**config.mk**
```make
export PLATFORM = sky130hd
export DESIGN_NAME = inv_mix_columns_seq
export DESIGN_NICKNAME = d
export VERILOG_FILES = /design/src/rtl/inv_mix_columns_seq_pkg.sv /design/src/rtl/inv_mix_columns_seq_single_column.sv /design/src/rtl/inv_mix_columns_seq.sv
export SDC_FILE = /design/constraint.sdc
export NUM_CORES = 1
export LEC_CHECK = 0
export CORE_ASPECT_RATIO = 1.25
export CORE_MARGIN = 2
export CORE_UTILIZATION = 49
export CTS_BUF_LIST = sky130_fd_sc_hd__clkbuf_8
export CTS_CLUSTER_DIAMETER = 60
export DETAILED_ROUTE_END_ITERATION = 10
export GPL_TIMING_DRIVEN = 0
export PLACE_DENSITY = 0.84
export SLEW_MARGIN = 20
export SYNTH_ARGS = -nofsm -noshare
export SYNTH_HDL_FRONTEND = slang
export SYNTH_SLANG_ARGS = --single-unit
```
**constraint.sdc**
```tcl
create_clock -name clk -period 4.45 [get_ports clk]
set_clock_uncertainty 0.1 [all_clocks]
set_input_delay 0.89 -clock clk [delete_from_list [all_inputs] [get_ports clk]]
set_output_delay 0.89 -clock clk [all_outputs]
set_load 0.005 [all_outputs]
```
**src/rtl/inv_mix_columns_seq_pkg.sv**
```systemverilog
`default_nettype none
// ============================================================================
//  Module      : inv_mix_columns_seq_pkg
//  Description : Shared AES widths, control-state encoding and GF(2^8)
//                helpers for the iterative InvMixColumns engine.
//  Revision    : 1.0 - initial release
// ============================================================================
package inv_mix_columns_seq_pkg;

    localparam int STATE_W   = 128;
    localparam int COL_W     = 32;
    localparam int NCOLS     = 4;
    localparam int BYTE_W    = 8;
    localparam int NROWS     = COL_W / BYTE_W;
    localparam int COL_IDX_W = 2;

    // Control states; 2'd3 is unused and recovers to IDLE.
    typedef enum logic [1:0] {
        IDLE = 2'd0,
        RUN  = 2'd1,
        DONE = 2'd2
    } fsm_t;

    // MSB position of column idx; column 0 occupies the top 32 bits.
    function automatic int col_msb(input int idx);
        return STATE_W - 1 - COL_W * idx;
    endfunction

    // Multiply by x in GF(2^8) modulo x^8 + x^4 + x^3 + x + 1.
    function automatic logic [BYTE_W-1:0] xtime(input logic [BYTE_W-1:0] b);
        return {b[BYTE_W-2:0], 1'b0} ^ (b[BYTE_W-1] ? 8'h1b : 8'h00);
    endfunction

    // Multiply a byte by a 4-bit constant (9, 11, 13, 14 for the inverse mix)
    // by summing the doubled terms selected by the constant's bits.
    function automatic logic [BYTE_W-1:0] gf_mul_const(input logic [BYTE_W-1:0] b,
                                                       input logic [3:0]        k);
        logic [BYTE_W-1:0] x2;
        logic [BYTE_W-1:0] x4;
        logic [BYTE_W-1:0] x8;
        x2 = xtime(b);
        x4 = xtime(x2);
        x8 = xtime(x4);
        return (k[0] ? b  : 8'h00) ^
               (k[1] ? x2 : 8'h00) ^
               (k[2] ? x4 : 8'h00) ^
               (k[3] ? x8 : 8'h00);
    endfunction

endpackage : inv_mix_columns_seq_pkg
`default_nettype wire

```
**src/rtl/inv_mix_columns_seq_single_column.sv**
```systemverilog
`default_nettype none
// ============================================================================
//  Module      : inv_mix_columns_seq_single_column
//  Description : Combinational Inverse_Mix_SingleColumn: one 32-bit column
//                multiplied by the circulant {0e,0b,0d,09} matrix.
//  Revision    : 1.0 - initial release
// ============================================================================
module inv_mix_columns_seq_single_column
    import inv_mix_columns_seq_pkg::*;
(
    input  logic [COL_W-1:0] current_column,
    output logic [COL_W-1:0] new_column
);

    // Byte r of the column; byte 0 sits in the MSBs.
    logic [BYTE_W-1:0] w_byte [NROWS];

    for (genvar r = 0; r < NROWS; r++) begin : g_byte
        assign w_byte[r] = current_column[COL_W-1-BYTE_W*r -: BYTE_W];
    end

    // Each output row rotates the coefficient vector {e,b,d,9} one byte right.
    for (genvar r = 0; r < NROWS; r++) begin : g_row
        assign new_column[COL_W-1-BYTE_W*r -: BYTE_W] =
            gf_mul_const(w_byte[r],               4'he) ^
            gf_mul_const(w_byte[(r + 1) % NROWS], 4'hb) ^
            gf_mul_const(w_byte[(r + 2) % NROWS], 4'hd) ^
            gf_mul_const(w_byte[(r + 3) % NROWS], 4'h9);
    end

endmodule : inv_mix_columns_seq_single_column
`default_nettype wire

```
**src/rtl/inv_mix_columns_seq.sv**
```systemverilog
`default_nettype none
// ============================================================================
//  Module      : inv_mix_columns_seq
//  Description : Iterative InvMixColumns engine. Accepts one 128-bit state,
//                transforms one column per cycle through a single shared
//                column datapath, then holds the result for the consumer.
//                A per-transaction bypass skips the transform entirely.
//  Revision    : 1.0 - initial release
// ============================================================================
module inv_mix_columns_seq
    import inv_mix_columns_seq_pkg::*;
(
    input  logic               clk,
    input  logic               reset,
    input  logic               in_valid,
    output logic               in_ready,
    input  logic [STATE_W-1:0] in_state,
    input  logic               in_bypass,
    output logic               out_valid,
    input  logic               out_ready,
    output logic [STATE_W-1:0] out_state
);

    localparam logic [COL_IDX_W-1:0] c_last_col = COL_IDX_W'(NCOLS - 1);

    fsm_t                 r_fsm;
    fsm_t                 w_fsm_next;
    logic [COL_IDX_W-1:0] r_col;
    logic [STATE_W-1:0]   r_buf;

    logic [COL_W-1:0]     w_cols [NCOLS];
    logic [COL_W-1:0]     w_cur_col;
    logic [COL_W-1:0]     w_new_col;
    logic [STATE_W-1:0]   w_buf_run;
    logic                 w_accept;
    logic                 w_out_fire;
    logic                 w_last_col;

    assign w_accept   = in_valid & in_ready;
    assign w_out_fire = out_valid & out_ready;
    assign w_last_col = (r_col == c_last_col);

    // Split the buffer into columns, and build the write-back image in which
    // only the column under work is replaced by the datapath result.
    for (genvar g = 0; g < NCOLS; g++) begin : g_col
        localparam logic [COL_IDX_W-1:0] c_col_idx = COL_IDX_W'(g);
        assign w_cols[g] = r_buf[col_msb(g) -: COL_W];
        assign w_buf_run[col_msb(g) -: COL_W] =
            (r_col == c_col_idx) ? w_new_col : w_cols[g];
    end

    assign w_cur_col = w_cols[r_col];

    // The one shared column transform; all four columns time-share it.
    inv_mix_columns_seq_single_column u_inverse_mix_single_column (
        .current_column (w_cur_col),
        .new_column     (w_new_col)
    );

    // Control state register.
    always_ff @(posedge clk) begin
        if (reset) begin
            r_fsm <= IDLE;
        end else begin
            r_fsm <= w_fsm_next;
        end
    end

    // Next-state decode: bypass jumps straight to DONE, RUN always takes
    // exactly NCOLS cycles, DONE waits for the consumer.
    always_comb begin
        w_fsm_next = r_fsm;
        unique case (r_fsm)
            IDLE: begin
                if (w_accept) begin
                    w_fsm_next = in_bypass ? DONE : RUN;
                end
            end
            RUN: begin
                if (w_last_col) begin
                    w_fsm_next = DONE;
                end
            end
            DONE: begin
                if (w_out_fire) begin
                    w_fsm_next = IDLE;
                end
            end
            default: begin
                w_fsm_next = IDLE;
            end
        endcase
    end

    // Handshake outputs decoded from the state alone, so no combinational
    // path exists from in_valid or out_ready.
    always_comb begin
        in_ready  = 1'b0;
        out_valid = 1'b0;
        unique case (r_fsm)
            IDLE:    in_ready  = 1'b1;
            DONE:    out_valid = 1'b1;
            default: begin
                in_ready  = 1'b0;
                out_valid = 1'b0;
            end
        endcase
    end

    assign out_state = r_buf;

    // State buffer and column pointer: load on accept, one column per RUN
    // cycle; reset discards any partially mixed state.
    always_ff @(posedge clk) begin
        if (reset) begin
            r_buf <= '0;
            r_col <= '0;
        end else begin
            unique case (r_fsm)
                IDLE: begin
                    if (w_accept) begin
                        r_buf <= in_state;
                        r_col <= '0;
                    end
                end
                RUN: begin
                    r_buf <= w_buf_run;
                    r_col <= r_col + 1'b1;
                end
                default: begin
                    r_buf <= r_buf;
                    r_col <= r_col;
                end
            endcase
        end
    end

endmodule : inv_mix_columns_seq
`default_nettype wire
```
* Word-level counts from Yosys, hierarchy flattened *
Index checks and enable logic that the tools add are counted.

operators by class
  add/sub/neg operators = 1
  order comparisons = 1
  equal/unequal tests = 11
  muxes and demuxes = 30
  bitwise logic cells = 55
  reductions and logical operators = 9

operators by type and width
  cell                                           count
  XOR 8 bit                                      51
  case mux 128 bit (2 select lines)              1
  2-to-1 mux 32 bit                              6
  2-to-1 mux 128 bit                             1
  binary-select mux 32 bit (select 2 bit)        1
  2-to-1 mux 5 bit                               12
  AND reduction 3 bit                            5
  inequality test 2 bit, second input constant   6
  2-to-1 mux 2 bit                               5
  XOR 8 x 5 -> 8 bit                             1
  == test 2 bit, second input constant           3
  case mux 2 bit (3 select lines)                1
  == test 2 x 1 -> 1 bit, second input constant  2
  logical NOT 2 bit                              2
  case mux 2 bit (2 select lines)                1
  >= comparator 3 bit, second input constant     1
  inverter 2 -> 3 bit                            1
  adder 2 x 1 -> 2 bit, second input constant    1
  AND 1 bit                                      2
  2-to-1 mux 1 bit                               2
  AND reduction 2 bit                            1
  nonzero test 2 bit                             1

word-level totals
  flip-flop bits (word level) = 132
  input bits = 133
  output and inout port bits = 130
  logic and storage cells = 113

* Logic depth before layout (Yosys ltp) *
Gate-level depths: netlist of run 1.

  word-level depth = 16
  mapped depth = 12
  mapped depth without buffers = 7

* Hierarchy *
A second synthesis of run 1 with hierarchy kept.

second synthesis, totals
  cells, all modules = 845
  area total of the unflattened synthesis = 8874.8 um^2

by module, submodules not included
  module                             instances  cells an instance  area an instance (um^2)  sequential area each (um^2)
  inv_mix_columns_seq                1          649                6627.6                   2642.5
  inv_mix_columns_seq_single_column  1          196                2247.2                   0.0

* Worst setup path after synthesis of run 1 *
No wires, ideal clock.

  path kind = register to register
  start point = register r_col[0]
  end point = register r_buf[92], in the netlist out_state[92]
  library setup time = 0.075 ns
  arrival time = 3.060 ns
  required time = 4.275 ns
  setup slack = 1.215 ns
  stages on the path, launching flop included = 10
  buffers on the path = 2
  period minus slack after synthesis = 3.235 ns
  cells stage by stage = dfxtp_1 -> buf_6 -> mux4_2 -> buf_4 -> xor2_1 -> xnor3_2 -> xnor3_1 -> xor2_1 -> or3_4 -> o22ai_2

on the way
  word-level cells in the longest chain between the ends = 14
  elaborated cells between the ends (all ways) = 42
  classes of those cells = eq/ne (2); mux (16); bitwise (23); reduce/logical (1)

ends and longest elaborated chain
  element                                                      RTL line                                                      text
  start: declaration                                           inv_mix_columns_seq.sv:28                                     logic [COL_IDX_W-1:0] r_col;
  start signal: assignment                                     inv_mix_columns_seq.sv:128                                    r_col <= r_col + 1'b1;
  start signal: assignment                                     inv_mix_columns_seq.sv:132                                    r_col <= r_col;
  inverter 2 -> 3 bit (not written as such)                    inv_mix_columns_seq.sv:52                                     assign w_cur_col = w_cols[r_col];
  binary-select mux 32 bit (select 2 bit)                      inv_mix_columns_seq.sv:52
  2-to-1 mux 32 bit (not written as such) (2 in series)        inv_mix_columns_seq.sv:52
  2-to-1 mux 5 bit or XOR 8 bit (tied branches)                inv_mix_columns_seq_pkg.sv:31                                 return {b[BYTE_W-2:0], 1'b0} ^ (b[BYTE_W-1] ? 8'h1b : 8'h00);
  XOR 8 bit or 2-to-1 mux 5 bit (tied branches) (2 in series)  inv_mix_columns_seq_pkg.sv:31
  XOR 8 bit (on tied branches)                                 inv_mix_columns_seq_pkg.sv:45, inv_mix_columns_seq_pkg.sv:31
  XOR 8 bit                                                    inv_mix_columns_seq_pkg.sv:46                                 (k[2] ? x4 : 8'h00) ^
  XOR 8 bit                                                    inv_mix_columns_seq_single_column.sv:25                       gf_mul_const(w_byte[r], 4'he) ^
  XOR 8 bit                                                    inv_mix_columns_seq_single_column.sv:26                       gf_mul_const(w_byte[(r + 1) % NROWS], 4'hb) ^
  XOR 8 bit                                                    inv_mix_columns_seq_single_column.sv:27                       gf_mul_const(w_byte[(r + 2) % NROWS], 4'hd) ^
  2-to-1 mux 32 bit                                            inv_mix_columns_seq.sv:49                                     (r_col == c_col_idx) ? w_new_col : w_cols[g];
  case mux 128 bit (2 select lines)                            inv_mix_columns_seq.sv:119                                    unique case (r_fsm)
  end signal: assignment                                       inv_mix_columns_seq.sv:122                                    r_buf <= in_state;
  end signal: assignment                                       inv_mix_columns_seq.sv:127                                    r_buf <= w_buf_run;
  end signal: assignment                                       inv_mix_columns_seq.sv:131                                    r_buf <= r_buf;
  end: declaration                                             inv_mix_columns_seq.sv:29                                     logic [STATE_W-1:0] r_buf;

Parallel ways exist; a longest one is shown, timed or not. The select of a mux whose other input is x is not followed.
A chain may end at the register's enable or synchronous reset.

* Final worst setup path of run 1 *
  start point = register r_col[1]
  end point = register r_buf[51], in the netlist out_state[51]

on the way
  word-level cells in the longest chain between the ends = 14
  elaborated cells between the ends (all ways) = 41
  classes of those cells = eq/ne (2); mux (15); bitwise (23); reduce/logical (1)

ends and longest elaborated chain
  element                                                RTL line
  inverter 2 -> 3 bit (not written as such)              inv_mix_columns_seq.sv:52
  binary-select mux 32 bit (select 2 bit)                inv_mix_columns_seq.sv:52
  2-to-1 mux 32 bit (not written as such) (2 in series)  inv_mix_columns_seq.sv:52
  XOR 8 bit or 2-to-1 mux 5 bit (tied branches)          inv_mix_columns_seq_pkg.sv:31
  2-to-1 mux 5 bit, or another cell as far along         inv_mix_columns_seq_pkg.sv:31
  XOR 8 bit, or another cell as far along                inv_mix_columns_seq_pkg.sv:31
  XOR 8 bit (on tied branches)                           inv_mix_columns_seq_pkg.sv:45, inv_mix_columns_seq_pkg.sv:31
  XOR 8 bit                                              inv_mix_columns_seq_pkg.sv:46
  XOR 8 bit                                              inv_mix_columns_seq_single_column.sv:25
  XOR 8 bit                                              inv_mix_columns_seq_single_column.sv:26
  XOR 8 bit                                              inv_mix_columns_seq_single_column.sv:27
  2-to-1 mux 32 bit                                      inv_mix_columns_seq.sv:49
  case mux 128 bit (2 select lines)                      inv_mix_columns_seq.sv:119

Parallel ways exist; a longest one is shown, timed or not. The select of a mux whose other input is x is not followed.

==> run metrics, run 1 <==
Slew Limit Fails=0; Post-DP HPWL=26,400 um; Iteration-0 DRC Markers=1,052; Synth top area share=31.6%; initial antenna violation count=0; Hold Crit Class=reg2reg; Clk pin slew, worst setup/hold paths=80 ps; GRT Overall Usage=38.2%; Placed Cells=1,364; vias per cell=6.26; layout overhead on the synthesized area=39.1%; Leak=4.27 nW; CTS Root Cell=clkbuf_8; Die Span X=121 um; library cells used by synthesis=37; Bufs on Longest Clock Path=2; Initial Util=49.8%; Post-synth EDFFs=0; Routed wire per std cell=24.9 um; Die Y=150 um; #FFs+latches synth=132; asr flop ratio synth=0%; Syn Inst Count=883; crit start category=flip-flop; Final period util=91.7%; total congestion overflow=0; Placer Congestion=1.02; DRT Pass-1 Iters=5; Post-DRT Antenna Nets=0; achievable frequency=0.245 GHz; Final setup violation count=0; register-to-register setup slack=370 ps; RSZ-0062 raised after global routing=false; ant diodes=0; Worst Hold Margin=410 ps; Hold-fix buffers, CTS=0; Finished Layout Cells=1,396; final core occ=69.4%; Routed WL=34,800 um; post-CTS sizing=0; vias in the first global route=8,753; share of layout cells above drive strength 1=8.25%; core area=16,800 um^2; I/O Pins=263; cell row count=53; relative slew slack=42.8%; sequential fraction of the synthesis area=31.6%; CTS H-tree lvls=4; largest net degree at the start of global routing=17; Synth Net Count=1,020; max_cap viols=0; ranking of synthesized cells by area=dfxtp_1, xnor2_1, a211oi_1, mux4_2, a21oi_1; Worst EP required=4720 ps; RR Startpoint=r_col[1]; Vias=8,741; CTS tree=done; area of the die=18,100 um^2; clock sink count=132; Final Net Count=1,300; Main synth FF type=dfxtp_1; crit path launch=r_col[1]; status=finished clean; # port buffers=261; Synth Cell Area=8360 um^2; CP arrival=4350 ps; Final min period=4080 ps; global-route wire length before repair=51,000 um; Worst VDD drop=0.000329 V; Post-Place Worst Slack=513 ps; Worst-Skew Late Latency=480 ps; Worst Tran Pin Value=857 ps; slack of the critical path=370 ps; TNS Setup=0 ps; Avg Cell Area, Syn=9.47 um^2; Yosys top cell by area=dfxtp_1; # Post-CTS Setup Buffers=0; Inserted Clock Buffers=17; worst flop-to-flop path endpoint=out_state[51]; crit-path max FO=10; Worst Setup EP=out_state[51]; CP Class=reg2reg; pwr/cell area=567 nW/um^2; Ys Warns=0; DRC=0; CP endpoint kind=flip-flop; Fin. Hold Viols=0; length in cells of the worst reg-to-reg path=10
-- power breakdown --
group | total (mW) | internal [mW] | switching, mW
sequential | 1.50 | 1.35 | 0.151
combinational | 4.07 | 2.06 | 2.01
clock | 1.03 | 0.507 | 0.524
total | 6.60 | 3.91 | 2.69
-- worst min path at each step --
stage	startpoint	to	slack (ps)	depth (start not counted)
6_report	out_state[2]	out_state[2]	410	2
3_5_place_dp	out_state[2]	out_state[2]	390	2
3_3_place_gp	out_state[34]	out_state[34]	390	2
5_1_grt	out_state[22]	out_state[22]	430	2
4_1_cts	out_state[2]	out_state[2]	410	2
2_1_floorplan	out_state[54]	out_state[54]	390	2
-- logic make-up (layout without fill, tap and decap cells) --
kind of cell,after synthesis,after routing,share of synthesized area (%)
buffers and inverters,80,373,4.58
xor gates and xnor gates,183,183,25.4
DFF,132,132,31.6
AOI/OAI and AO/OA,258,258,19.7
muxes,32,32,8.62
adders and majority gates,4,4,0.598
and+or+nand+nor,194,194,9.46
-- sequential cells by signal, summed over array words and instances, names as in the netlist --
signal     cells
r_col          2
r_fsm          2
out_state    128
-- worst max-delay path, cell delays in order (launching register included) --
cell,delay (ps)
dfxtp_1,360
buf_2,260
buf_4,320
buf_2,470
mux4_2,490
xnor3_1,490
xnor3_1,490
xor2_1,380
xnor2_1,170
nand2_1,160
a211oi_1,290
-- cell usage after synthesis, types with 4 or more instances --
cell and n:
ha_1 4, a211oi_1 120, xnor2_1 111, nor2_1 135, xnor2_2 5, a21o_1 4, buf_4 4, clkbuf_1 59
a211oi_2 4, buf_6 4, xor2_1 32, dfxtp_1 132, xnor3_1 27, mux4_2 32, xor3_1 4, nor3_1 13
nand2_1 31, buf_2 8, a21oi_1 123, and3_1 4
-- area by class of cell --
cell class                      count  area, um^2
Timing Repair Buffer              261        2610
Fill cell                        1301        5140
Tap cell                          220         275
Inverter                            2        7.51
Sequential cell                   132        2640
Clock inverter                     14         138
Buffer                             78         375
Multi-Input combinational cell    671        5340
Clock buffer                       18         248
-- cells in the final DEF, fill, tap and decap left out, types with 5 or more instances in the layout --
cell             Yosys  routed
clkbuf_1            59      59
xnor3_1             27      27
buf_2                8       8
a21oi_1            123     123
nor3_1              13      13
nor2_1             135     135
xnor2_1            111     111
clkbuf_8             0      18
nand2_1             31      31
xor2_1              32      32
xnor2_2              5       5
clkinv_2             0       5
clkdlybuf4s50_1      0     261
a211oi_1           120     120
mux4_2              32      32
dfxtp_1            132     132
-- through the flow --
step | cell area [um^2] | power (mW)
floorplan | 8360 | 4.27
finish | 11600 | 6.60
global route | 11600 | 6.82
global placement | 11300 | 5.43
CTS | 11600 | 6.49
detailed placement | 11300 | 5.48
-- layer usage --
metal	wire length [um]	vias up	GRT usage, %	share of wire, %
met5	0	-	0	0
met4	2360	0	24.5	6.8
met3	2980	198	6.67	8.6
met2	17000	684	62.9	49
met1	12500	4153	45.8	36
li1	-	3706	-	-
(Power assumes the default switching activity.)
==> inputs of run 2 (changes only) <==
--- a/config.mk
+++ b/config.mk
@@ -7,12 +7,13 @@
 export LEC_CHECK = 0
 export CORE_ASPECT_RATIO = 1.25
 export CORE_MARGIN = 2
-export CORE_UTILIZATION = 49
-export CTS_BUF_LIST = sky130_fd_sc_hd__clkbuf_8
+export CORE_UTILIZATION = 48
+export CTS_BUF_LIST = sky130_fd_sc_hd__clkbuf_16
 export CTS_CLUSTER_DIAMETER = 60
+export CTS_CLUSTER_SIZE = 28
 export DETAILED_ROUTE_END_ITERATION = 10
 export GPL_TIMING_DRIVEN = 0
-export PLACE_DENSITY = 0.84
+export PLACE_DENSITY = 0.82
 export SLEW_MARGIN = 20
 export SYNTH_ARGS = -nofsm -noshare
 export SYNTH_HDL_FRONTEND = slang
==> run 2 against run 1 <==
Non-clock buffer count stayed put. Global-route usage down 0.58 points. Die area rose by 2.0%. Register-to-register slack got worse by 50 ps. Clock power is 19% higher. Combinational power hardly changed. Utilization is 0.13 points lower. Final cell count did not move. Sequential share of layout area fell by 0.22 points. Critical path depth stayed put. Fmax is 1.2% lower. First-iteration DRC count up 2.6%. Critical endpoint is now out_state[19].
==> run metrics, run 2 (same netlist as run 1, synthesis figures left out) <==
Initial Util=49.3%; crit-path max FO=10; Leak=4.32 nW; clock sink count=132; CTS tree=done; Fill cells=1,356; Placer Congestion=1.01; largest net degree at the start of global routing=17; CTS Root Cell=clkbuf_16; Slew Limit Fails=0; most frequent cells in the layout=clkdlybuf4s50_1, nor2_1, dfxtp_1; Placed Cells=1,364; CP endpoint kind=flip-flop; Post-Place Worst Slack=447 ps; DRC=0; Final min period=4130 ps; post-CTS sizing=0; Die Span X=122 um; CTS H-tree lvls=4; initial antenna violation count=0; Vias=8,741; Bufs on Longest Clock Path=2; # port buffers=261; Iteration-0 DRC Markers=1,079; status=finished clean; GRT met2 Usage=62.8%; RSZ-0062 raised after global routing=false; vias in the first global route=8,688; pwr/cell area=579 nW/um^2; slack of the critical path=319 ps; Pwr Total=6.81 mW; area of the die=18,500 um^2; most common cell after layout, fill and taps aside=clkdlybuf4s50_1; Routed WL=35,200 um; Clk pin slew, worst setup/hold paths=60 ps; core area=17,000 um^2; flip-flop count of the largest register after layout=128; total congestion overflow=0; Post-DRT Antenna Nets=0; global-route wire length before repair=50,500 um; share of layout cells above drive strength 1=7.74%; TNS Setup=0 ps; Worst-Skew Late Latency=440 ps; Die Y=152 um; I/O Pins=263; GR Layer Usage met1=44.0%; relative slew slack=42.5%; Final period util=92.8%; Final setup violation count=0; GRT Overall Usage=37.6%; ant diodes=0; Hold-fix buffers, CTS=0; CP arrival=4360 ps; FF/Latch Area=2640 um^2; DRT Pass-1 Iters=5; Inserted Clock Buffers=17; Worst path slowest cell=xnor3_1; cell row count=53; layout overhead on the synthesized area=40.5%; Hold Crit Class=reg2reg; slowest stage delay, CP=480 ps; achievable frequency=0.242 GHz; met3 Usage GRT=8.94%; Fin. Hold Viols=0; # Post-CTS Setup Buffers=0; Final Net Count=1,300; crit start category=flip-flop; Worst EP required=4680 ps; max_cap viols=0; cells along the critical path=buf_2 -> buf_4 -> buf_2 -> mux4_2 -> xnor3_1 -> xnor3_1 -> xor2_1 -> xnor2_1 -> nand2_1 -> a211oi_1; Finished Layout Cells=1,396; Routed wire per std cell=25.2 um; Worst Tran Pin Value=863 ps; CP Class=reg2reg; busiest grt layer=met2; Post-DP HPWL=26,400 um; vias per cell=6.26; Worst Hold Margin=414 ps; Worst VDD drop=0.000333 V; Multi-input gate area=5340 um^2
[run 2: cell types whose count changed in the layout (fill, tap and decap cells not counted), moves of 2 or more]
cell | previous run | this run
bufinv_16 | 2 | 0
clkbuf_16 | 0 | 17
clkbuf_8 | 18 | 0
clkinv_1 | 0 | 5
clkinv_4 | 2 | 0
[run 2: path summary, 6_finish.rpt]
| check | end | slack, ps | start | cells past startpoint |
|---|---|---|---|---|
| setup / recovery | out_state[19] | 320 | r_col[1] | 10 |
| hold / removal | out_state[120] | 410 | out_state[120] | 2 |
| setup reg to reg | out_state[19] | 320 | r_col[1] | 10 |
| hold reg to reg | out_state[120] | 410 | out_state[120] | 2 |
[run 2: cell type report]
cell class	instances	area share [%]
multi-input cells	671	45.4
clock inverters	15	0.649
flip-flops and latches	132	22.5
clock buffers	17	3.62
inverters	2	0.0639
plain buffers	78	3.19
repair buffers	261	22.2
well taps	220	2.34
[run 2: where the power goes]
part           switching (mW)  leakage, nW  internal (mW)
clock                   0.538        0.244          0.689
combinational            2.03         2.98           2.06
sequential              0.148         1.09           1.35
total                    2.71         4.32           4.09
[run 2: critical path: cells and delay by family, from the launching register on]
family / cells / cell delay, ps
compound gates: 1 / 300
xor+xnor: 4 / 1550
buf+inv: 3 / 1040
flops: 1 / 370
mux: 1 / 470
simple gates: 1 / 170
[run 2: through the flow]
| stage | util (%) | area, um^2 |
|---|---|---|
| after floorplan | - | 8360 |
| final | 69.2 | 11800 |
| after CTS | 69.2 | 11800 |
| after global placement | 66.3 | 11300 |
| after detailed placement | 66.3 | 11300 |
| after global routing | 69.2 | 11800 |
[run 2: per-layer routing]
metal	routed length [um]	vias up	part of all wire, %
met5	0	-	0
met4	2210	0	6.3
met3	3950	177	11
met2	17200	754	49
met1	11900	4102	34
li1	-	3708	-
==> inputs of run 3 (changes only) <==
--- a/config.mk
+++ b/config.mk
@@ -5,8 +5,9 @@
 export SDC_FILE = /design/constraint.sdc
 export NUM_CORES = 1
 export LEC_CHECK = 0
+export CAP_MARGIN = 20
 export CORE_ASPECT_RATIO = 1.25
-export CORE_MARGIN = 2
+export CORE_MARGIN = 4
 export CORE_UTILIZATION = 48
 export CTS_BUF_LIST = sky130_fd_sc_hd__clkbuf_16
 export CTS_CLUSTER_DIAMETER = 60
==> run 3 against run 2 <==
Via count decreased by 1.1%. Final cell count unchanged. Utilization increased by 0.66 points. Setup slack improved by 91 ps. Register-to-register slack improved by 90 ps. Critical path type unchanged. Largest power group unchanged.
==> run metrics, run 3 (same netlist as run 1, synthesis figures left out) <==
status=finished clean; crit-path max FO=10; area of the die=19,600 um^2; TNS Setup=0 ps; Clk pin slew, worst setup/hold paths=60 ps; max_cap viols=0; CP endpoint kind=flip-flop; Iteration-0 DRC Markers=948; Bufs on Longest Clock Path=2; Die Span X=126 um; Final min period=4040 ps; post-CTS sizing=0; Routed WL=36,100 um; Post-DP HPWL=26,900 um; DRC=0; Vias=8,641; Worst VDD drop=0.000414 V; CTS Root Cell=clkbuf_16; Finished Layout Cells=1,396; Worst-Skew Late Latency=440 ps; Sw Share=38.7%; Placer Congestion=0.994; largest net degree at the start of global routing=17; achievable frequency=0.247 GHz; Initial Util=49.3%; final core occ=69.9%; Hold-fix buffers, CTS=0; pwr/cell area=596 nW/um^2; I/O Pins=263; Inserted Clock Buffers=17; Leak=4.38 nW; sequential share of power=21.1%; vias per cell=6.19; DRT Pass-1 Iters=5; Worst Tran Pin Value=846 ps; ant diodes=0; Cell Int Power=4.34 mW; Multi-input gate area=5340 um^2; CP Class=reg2reg; # port buffers=261; Die Y=156 um; Pwr Total=7.07 mW; vias in the first global route=8,816; global-route wire length before repair=52,700 um; clock sink count=132; most common cell after layout, fill and taps aside=clkdlybuf4s50_1; Fin. Hold Viols=0; GRT Overall Usage=35.7%; Routed wire per std cell=25.9 um; CTS H-tree lvls=4; sw power=2.73 mW; Fill cells=1,352; total congestion overflow=0; share of layout cells above drive strength 1=7.99%; combinational fraction of design power=57.6%; CTS tree=done; Worst EP required=4690 ps; Final Net Count=1,300; clock group share of total power=21.3%; Hold Crit Class=reg2reg; CP arrival=4280 ps; Final setup violation count=0; FF/Latch Area=2640 um^2; # Post-CTS Setup Buffers=0; flip-flop count of the largest register after layout=128; layout overhead on the synthesized area=41.9%; Final period util=90.8%; most frequent cells in the layout=clkdlybuf4s50_1, nor2_1, dfxtp_1; Slew Limit Fails=0; initial antenna violation count=0; Placed Cells=1,364; cell row count=53; core area=17,000 um^2; RSZ-0062 raised after global routing=false; crit start category=flip-flop; Worst Hold Margin=412 ps; Post-DRT Antenna Nets=0; relative slew slack=43.6%
[run 3: cell types whose count changed in the layout (fill, tap and decap cells not counted), sizes merged]
cell	delta
bufinv	+4
clkinv	-2
clkinvlp	-3
inv	+1
[run 3: per-stage QoR]
stage / setup slack, ps / area [um^2]
after global placement: 528 / 11300
after floorplan: 1210 / 8360
final: 409 / 11900
after detailed placement: 496 / 11300
after global routing: 297 / 11900
after CTS: 481 / 11900
[run 3: routing by layer]
metal / routed length [um] / vias up / share of wire [%] / GRT usage [%]
li1: - / 3714 / - / -
met5: 0 / - / 0 / 0
met4: 2140 / 0 / 5.9 / 19.8
met2: 17900 / 629 / 49 / 60.6
met3: 3390 / 146 / 9.4 / 7.74
met1: 12700 / 4152 / 35 / 42.1
[run 3: worst max-delay path, stage by stage, from the launching register on]
cell,delay [ps]
dfxtp_1,360
buf_2,270
buf_4,340
buf_2,460
mux4_2,480
xnor3_1,480
xnor3_1,470
xor2_1,380
xnor2_1,180
nand2_1,180
a211oi_1,250
[run 3: path summary, 6_finish.rpt]
kind	from	end	slack, ps	cells after the start
max	r_col[1]	out_state[99]	410	10
min	out_state[63]	out_state[63]	410	2
max reg2reg	r_col[1]	out_state[99]	410	10
min reg2reg	out_state[63]	out_state[63]	410	2
[run 3: final cells by class]
class / instances / area share (%)
inverter: 2 / 0.0633
tap: 220 / 2.32
clock inverter: 15 / 1.58
timing repair buffer: 261 / 22.0
buffer: 78 / 3.16
sequential: 132 / 22.3
multi-input combinational: 671 / 45.0
clock buffer: 17 / 3.59
[run 3: power groups by stage]
stage               clock network, mW  registers [mW]  logic (mW)
floorplan                           0            1.49        2.78
global placement                    0            1.50        3.93
detailed placement                  0            1.50        3.96
CTS                              1.48            1.48        4.00
global route                     1.54            1.50        4.27
finish                           1.50            1.49        4.07
